`config.mk`:
```
export PLATFORM = sky130hd
export DESIGN_NAME = btree_sched
export DESIGN_NICKNAME = d
export VERILOG_FILES = /design/src/rtl/btree_pkg.sv /design/src/rtl/btree_sched_fifo.sv /design/src/rtl/btree_sched.sv
export SDC_FILE = /design/constraint.sdc
export NUM_CORES = 1
export LEC_CHECK = 0
export ABC_AREA = 1
export CORE_AREA = 2 2 525 527
export CTS_BUF_LIST = sky130_fd_sc_hd__clkbuf_8
export CTS_CLUSTER_DIAMETER = 80
export DETAILED_ROUTE_END_ITERATION = 10
export DIE_AREA = 0 0 527 529
export GPL_ROUTABILITY_DRIVEN = 0
export HOLD_SLACK_MARGIN = 0.12
export PLACE_DENSITY_LB_ADDON = 0.2
export REMOVE_ABC_BUFFERS = 1
export SLEW_MARGIN = 20
export SYNTH_ARGS = -nofsm -noshare
export SYNTH_HDL_FRONTEND = slang
export SYNTH_SLANG_ARGS = --single-unit
export TNS_END_PERCENT = 100
```
`constraint.sdc`:
```
create_clock -name clk -period 3.47 [get_ports clk]
set_clock_uncertainty 0.1 [all_clocks]
set_input_delay 0.5205 -clock clk [delete_from_list [all_inputs] [get_ports clk]]
set_output_delay 0.5205 -clock clk [all_outputs]
set_load 0.005 [all_outputs]
```
`src/rtl/btree_pkg.sv`:
```
// Shared defaults and types for the reduction-tree scheduler.
package btree_pkg;

  localparam int W_DEF     = 32;
  localparam int LANES_DEF = 8;
  localparam int NREQ_DEF  = 4;
  localparam int ID_W_DEF  = (NREQ_DEF > 1) ? $clog2(NREQ_DEF) : 1;

  // Requester index as carried alongside each tree issue
  typedef logic [ID_W_DEF-1:0] req_id_t;

endpackage

```
`src/rtl/btree_sched_fifo.sv`:
```
// Response FIFO: registered pointers/occupancy, head visible combinationally,
// no push-to-pop bypass. Outputs read as zero while empty.
module btree_sched_fifo #(
  parameter int DEPTH = 8,
  parameter int DW    = 34
) (
  input  logic          clk,
  input  logic          rst,
  input  logic          push,
  input  logic [DW-1:0] push_data,
  input  logic          pop,
  output logic          out_valid,
  output logic [DW-1:0] out_data
);

  localparam int PW = (DEPTH > 1) ? $clog2(DEPTH) : 1;
  localparam int CW = $clog2(DEPTH + 1);

  logic [DW-1:0] mem [DEPTH];
  logic [PW-1:0] wr_ptr;
  logic [PW-1:0] rd_ptr;
  logic [CW-1:0] count;
  logic          do_push;
  logic          do_pop;

  assign do_pop    = pop && (count != '0);
  assign do_push   = push && ((count != CW'(DEPTH)) || do_pop);
  assign out_valid = (count != '0);
  assign out_data  = out_valid ? mem[rd_ptr] : '0;

  // Pointer and occupancy bookkeeping; push and pop may coincide
  always_ff @(posedge clk) begin
    if (rst) begin
      wr_ptr <= '0;
      rd_ptr <= '0;
      count  <= '0;
    end else begin
      if (do_push) wr_ptr <= (wr_ptr == PW'(DEPTH - 1)) ? '0 : wr_ptr + 1'b1;
      if (do_pop)  rd_ptr <= (rd_ptr == PW'(DEPTH - 1)) ? '0 : rd_ptr + 1'b1;
      if (do_push && !do_pop)      count <= count + 1'b1;
      else if (do_pop && !do_push) count <= count - 1'b1;
    end
  end

  // Storage array; contents are only observed through a valid head
  always_ff @(posedge clk) begin
    if (do_push) mem[wr_ptr] <= push_data;
  end

endmodule

```
`src/rtl/btree_sched.sv`:
```
// Credit-based scheduler feeding a fixed-latency reduction tree from NREQ
// requesters and returning results in issue order through a response FIFO.
// Optional macro BTREE_SCHED_RR_EN selects round-robin arbitration; without
// it the lowest requester index always wins.
module btree_sched
  import btree_pkg::*;
#(
  parameter int W     = W_DEF,
  parameter int LANES = LANES_DEF,
  parameter int NREQ  = NREQ_DEF,
  parameter int LAT   = 3,
  parameter int DEPTH = 8,
  localparam int ID_W = (NREQ > 1) ? $clog2(NREQ) : 1
) (
  input  logic                    clk,
  input  logic                    rst,
  input  logic [NREQ-1:0]         req_valid,
  input  logic [NREQ*LANES*W-1:0] req_data,
  output logic [NREQ-1:0]         req_ready,
  output logic                    tree_valid,
  output logic [LANES*W-1:0]      tree_data,
  input  logic [W-1:0]            tree_res,
  output logic                    rsp_valid,
  output logic [ID_W-1:0]         rsp_id,
  output logic [W-1:0]            rsp_data,
  input  logic                    rsp_ready
);

  localparam int VW  = LANES * W;
  localparam int CRW = $clog2(DEPTH + 1);

  if (DEPTH < LAT + 2) begin : g_bad_depth
    $error("btree_sched: DEPTH must be at least LAT+2");
  end

  logic [CRW-1:0]  credits_q;
  logic [NREQ-1:0] gnt;
  logic [ID_W-1:0] gnt_id;
  logic [VW-1:0]   gnt_data;
  logic            found;
  logic            accept;
  logic            pop;

  logic            tree_vld_p0;
  logic [ID_W-1:0] tree_id_p0;
  logic [LAT:1]    vld_pipe;
  logic [ID_W-1:0] id_pipe [1:LAT];
  logic [ID_W+W-1:0] fifo_out;

`ifdef BTREE_SCHED_RR_EN
  logic [ID_W-1:0] last_q;

  // Round-robin grant: search starts one past the last granted requester
  always_comb begin
    gnt    = '0;
    gnt_id = '0;
    found  = 1'b0;
    if (credits_q != '0) begin
      for (int k = 1; k <= NREQ; k++) begin
        if (!found && req_valid[(int'(last_q) + k) % NREQ]) begin
          gnt[(int'(last_q) + k) % NREQ] = 1'b1;
          gnt_id = ID_W'((int'(last_q) + k) % NREQ);
          found  = 1'b1;
        end
      end
    end
  end

  // Pointer moves only when a request is actually taken
  always_ff @(posedge clk) begin
    if (rst)         last_q <= ID_W'(NREQ - 1);
    else if (accept) last_q <= gnt_id;
  end
`else
  // Fixed-priority grant: lowest requester index wins
  always_comb begin
    gnt    = '0;
    gnt_id = '0;
    found  = 1'b0;
    if (credits_q != '0) begin
      for (int i = 0; i < NREQ; i++) begin
        if (!found && req_valid[i]) begin
          gnt[i] = 1'b1;
          gnt_id = ID_W'(i);
          found  = 1'b1;
        end
      end
    end
  end
`endif

  // Operand mux for the granted requester
  always_comb begin
    gnt_data = '0;
    for (int i = 0; i < NREQ; i++) begin
      if (gnt[i]) gnt_data = req_data[i*VW +: VW];
    end
  end

  assign req_ready  = gnt;
  assign accept     = found;
  assign tree_valid = tree_vld_p0;
  assign pop        = rsp_valid && rsp_ready;

  // p0: tree issue register; operands hold between issues
  always_ff @(posedge clk) begin
    if (rst) begin
      tree_vld_p0 <= 1'b0;
      tree_data   <= '0;
    end else begin
      tree_vld_p0 <= accept;
      if (accept) tree_data <= gnt_data;
    end
  end

  // Requester id captured with the issue
  always_ff @(posedge clk) begin
    if (accept) tree_id_p0 <= gnt_id;
  end

  // p1..pLAT: valid delay line matching the tree latency
  always_ff @(posedge clk) begin
    if (rst) begin
      vld_pipe <= '0;
    end else begin
      vld_pipe[1] <= tree_vld_p0;
      for (int k = 2; k <= LAT; k++) vld_pipe[k] <= vld_pipe[k-1];
    end
  end

  // p1..pLAT: id delay line riding with the valids
  always_ff @(posedge clk) begin
    id_pipe[1] <= tree_id_p0;
    for (int k = 2; k <= LAT; k++) id_pipe[k] <= id_pipe[k-1];
  end

  // Credits count free FIFO slots not yet claimed by in-flight issues
  always_ff @(posedge clk) begin
    if (rst) begin
      credits_q <= CRW'(DEPTH);
    end else if (accept && !pop) begin
      credits_q <= credits_q - 1'b1;
    end else if (pop && !accept) begin
      credits_q <= credits_q + 1'b1;
    end
  end

  btree_sched_fifo #(
    .DEPTH (DEPTH),
    .DW    (ID_W + W)
  ) u_fifo (
    .clk       (clk),
    .rst       (rst),
    .push      (vld_pipe[LAT]),
    .push_data ({id_pipe[LAT], tree_res}),
    .pop       (pop),
    .out_valid (rsp_valid),
    .out_data  (fifo_out)
  );

  assign rsp_id   = fifo_out[ID_W+W-1:W];
  assign rsp_data = fifo_out[W-1:0];

endmodule

```
==> summary.md <==
| Metric | Value |
|---|---|
| Critical Path Start Type | `flip-flop` |
| Cell Chain, Critical Path | `nor2_4 -> nand3_4 -> buf_4 -> buf_4 -> buf_16 -> nand3_1 -> nand3_1 -> dlygate4sd3_1 -> nand2_1 -> dlygate4sd3_1 -> a21oi_1` |
| Core area | `between 200,000 and 300,000 um^2` |
| PnR worst setup slack | `about 0.17 ns` |
| Crit path from | `credits_q[0]` |
| Largest net degree at the start of global routing | `approximately 140` |
| Avg Cell Area, Syn | `roughly 7.4 um^2` |
| Antenna violations before repair | `146` |
| Yosys cell types | `29` |
| Pleak | `between 0.02 and 0.025 uW` |
| Max-slew headroom | `a little under two fifths` |
| Peak Freq | `between 300 and 400 MHz` |
| # nets final | `6,590` |
| Fillers | `between 30,000 and 40,000` |
| Inserted Clock Buffers | `between 100 and 150` |
| Seq cells post-synth | `approximately 560` |
| Status | `complete, no violations` |
| Critical path data arrival time | `4.02 ns` |
| Fin crit share | `a little over nine tenths` |
| Starting density of the core | `between 10% and 20%` |
| Via-to-Cell Ratio | `3.88` |
| Pre-CTS WS | `~0.22 ns` |
| Post-DR wirelength/cell | `approximately 29 um` |
| Max-cap violations | `0` |
| Crit path max fanout | `around 110` |
| Highest routed layer | `met5` |
| Maximum VDD drop | `roughly 0.39 mV` |
| Worst skew pair latency | `~0.91 ns` |
| P&R area growth vs syn | `79.9%` |
| Setup TNS | `0 ns` |
| DP HPWL | `about 210,000 um` |
| Setup crit end kind | `flip-flop` |
| Initial drt markers | `about 2,300` |
| Total grt overflow | `0` |
| Vias in the first global route | `~36,000` |
| Clock-pin slew on the worst setup and hold paths | `0.06 ns` |
| Die H | `between 500 and 600 um` |
| DRC Markers | `0` |
| CTS max path bufs | `3` |
| FP Rows | `between 150 and 200` |
| Ys Warns | `0` |
| I/O pin count | `1,359` |
| Die area | `roughly 280,000 um^2` |
| Final setup viols | `0` |
| Crit path time final | `between 3 and 4 ns` |
| Vias | `36,000` |
| Final WL | `266,000 um` |
| Register area share after synthesis | `46.6%` |
| Slew @ Worst Pin | `0.938 ns` |
| Slowest Stage Delay on Critical Path | `about 0.54 ns` |
| Syn Inst Count | `4,005` |
| H-tree depth | `3` |
| First-pass GRT wire length | `about 340,000 um` |
| Crit-path slowest cell | `dlygate4sd3_1` |
| Worst min path class | `flip-flop to flip-flop` |
| Sink Count | `about 560` |
| Mapped cell area | `29,800 um^2` |
| CTS tree | `yes` |
| Pins Over Slew Limit | `0` |
| CP bufs+invs | `5` |
| Pwr dens | `~520 nW/um^2` |
| CP Data Required Time | `between 4 and 5 ns` |
| HP Start | `id_pipe[0][4]` |
| Die Width | `527 um` |
| Met1 WL | `around 99,000 um` |
| Met2 WL post-DR | `127,000 um` |
| Met3 WL | `around 23,000 um` |
| Final Hold Fails | `0` |
| Clock tree root buffer cell | `clkbuf_8` |
| Delay-heaviest family, CP | `buffers and inverters` |
| Ratio of cells with drive above 1 in the final layout | `under 10%` |
| Reg2reg start | `credits_q[0]` |
| Drt first pass iters | `6` |
| Antenna Nets Post-Route | `0` |
| Port Buffers | `around 1,400` |
| GR Util All Layers | `18.2%` |
| Setup CP Type | `flip-flop to flip-flop` |
==> synthesized netlist by cell type <==
cell type	number	area (um^2)
a21oi_1	147	736
xnor2_1	2	17.5
nor2_1	534	2000
nand3_2	1	10.0
o211a_1	1	10.0
buf_6	2	22.5
fa_1	1	20.0
o21ai_0	202	1010
nand3b_1	137	1030
nand4_1	2	12.5
clkbuf_1	130	488
nor3_2	1	10.0
or2_2	1	6.26
nand2_2	1	6.26
o21ai_1	46	230
ha_1	10	125
nor2_2	2	12.5
buf_2	167	836
edfxtp_1	274	8230
inv_2	1	3.75
buf_1	30	113
inv_1	308	1160
xor2_1	3	26.3
nand3_1	897	4490
dfxtp_1	283	5670
nand2_1	693	2600
buf_4	9	67.6
a31oi_1	1	6.26
o211ai_1	119	893
==> power breakdown <==
part | switching, uW | internal [uW]
registers | 430 | 7550
logic | 7160 | 5090
clock network | 3620 | 4160
==> final cells by class <==
| class | instances | area, um^2 | share of cell area (%) |
|---|---|---|---|
| clock inverter | 85 | 616 | 1.15 |
| antenna | 65 | 163 | 0.303 |
| timing repair inverter | 1 | 6.26 | 0.0117 |
| timing repair buffer | 1726 | 18000 | 33.5 |
| tap | 3589 | 4490 | 8.37 |
| inverter | 309 | 1180 | 2.21 |
| clock buffer | 140 | 1930 | 3.59 |
| sequential | 557 | 13900 | 25.9 |
| multi-input combinational | 2801 | 13400 | 25.0 |
==> routing by layer <==
layer | vias up | track usage [%]
met5 | - | 0
met4 | 62 | 9.26
met3 | 479 | 6.64
met2 | 1437 | 31.1
met1 | 17400 | 19.7
li1 | 16600 | -
==> per-stage QoR <==
stage          area [um^2]  std cells  util (%)  hold WS, ns  total power, uW
6_report             53700       9273      19.7        0.226            28000
3_5_place_dp         47900       8721      17.5        0.212            19300
2_1_floorplan        28300       3667         -        0.210            12000
3_3_place_gp         47900       8721      17.5        0.214            19300
5_1_grt              53600       9246      19.6        0.171            29700
4_1_cts              53400       9203      19.6        0.120            28600
==> registers in the layout (all words and copies together), names as in the netlist, named ones only <==
name           count
credits_q          4
u_fifo.count       4
vld_pipe           3
id_pipe            6
u_fifo.rd_ptr      3
tree_id_p0         2
u_fifo.mem       272
u_fifo.wr_ptr      3
tree_valid         1
tree_data        256
==> kinds of logic after synthesis <==
family / count (synthesis) / synth area share (%)
compound gates: 516 / 9.67
xor+xnor: 5 / 0.147
fa+ha+maj: 11 / 0.486
buf+inv: 647 / 9.00
flops: 557 / 46.6
simple gates: 2269 / 34.1
==> placed cells by master, fill, tap and decap left out, types with 4 or more instances in the layout <==
cell / count
clkdlybuf4s50_1: 1319
nand3_1: 895
nand2_1: 690
nor2_1: 513
inv_1: 340
dfxtp_1: 279
edfxtp_1: 274
dlygate4sd3_1: 216
o21ai_0: 195
a21oi_1: 147
clkbuf_8: 140
nand3b_1: 137
o211ai_1: 119
buf_4: 74
diode_2: 65
o21ai_1: 53
buf_12: 53
dlygate4sd2_1: 30
clkinv_1: 21
nor2_2: 19
clkinv_2: 15
buf_16: 13
ha_1: 10
bufinv_16: 6
buf_6: 6
buf_8: 5
nor2_4: 4
bufbuf_16: 4
==> path summary, 6_finish.rpt <==
kind	to	slack [ns]	cells past startpoint
setup / recovery	tree_data[89]	0.17	11
hold / removal	id_pipe[0][6]	0.23	0
setup reg to reg	tree_data[89]	0.17	11
hold reg to reg	id_pipe[0][6]	0.23	0
==> repair_timing <==
action	in CTS	in global routing
hold buffers	216	0
buffers inserted	30	2
gates resized for setup	84	13
endpoints found under the setup margin	38	14
endpoints found under the hold margin	180	0
pin swaps	9	4
cloned	11	2
(Power assumes the default switching activity.)
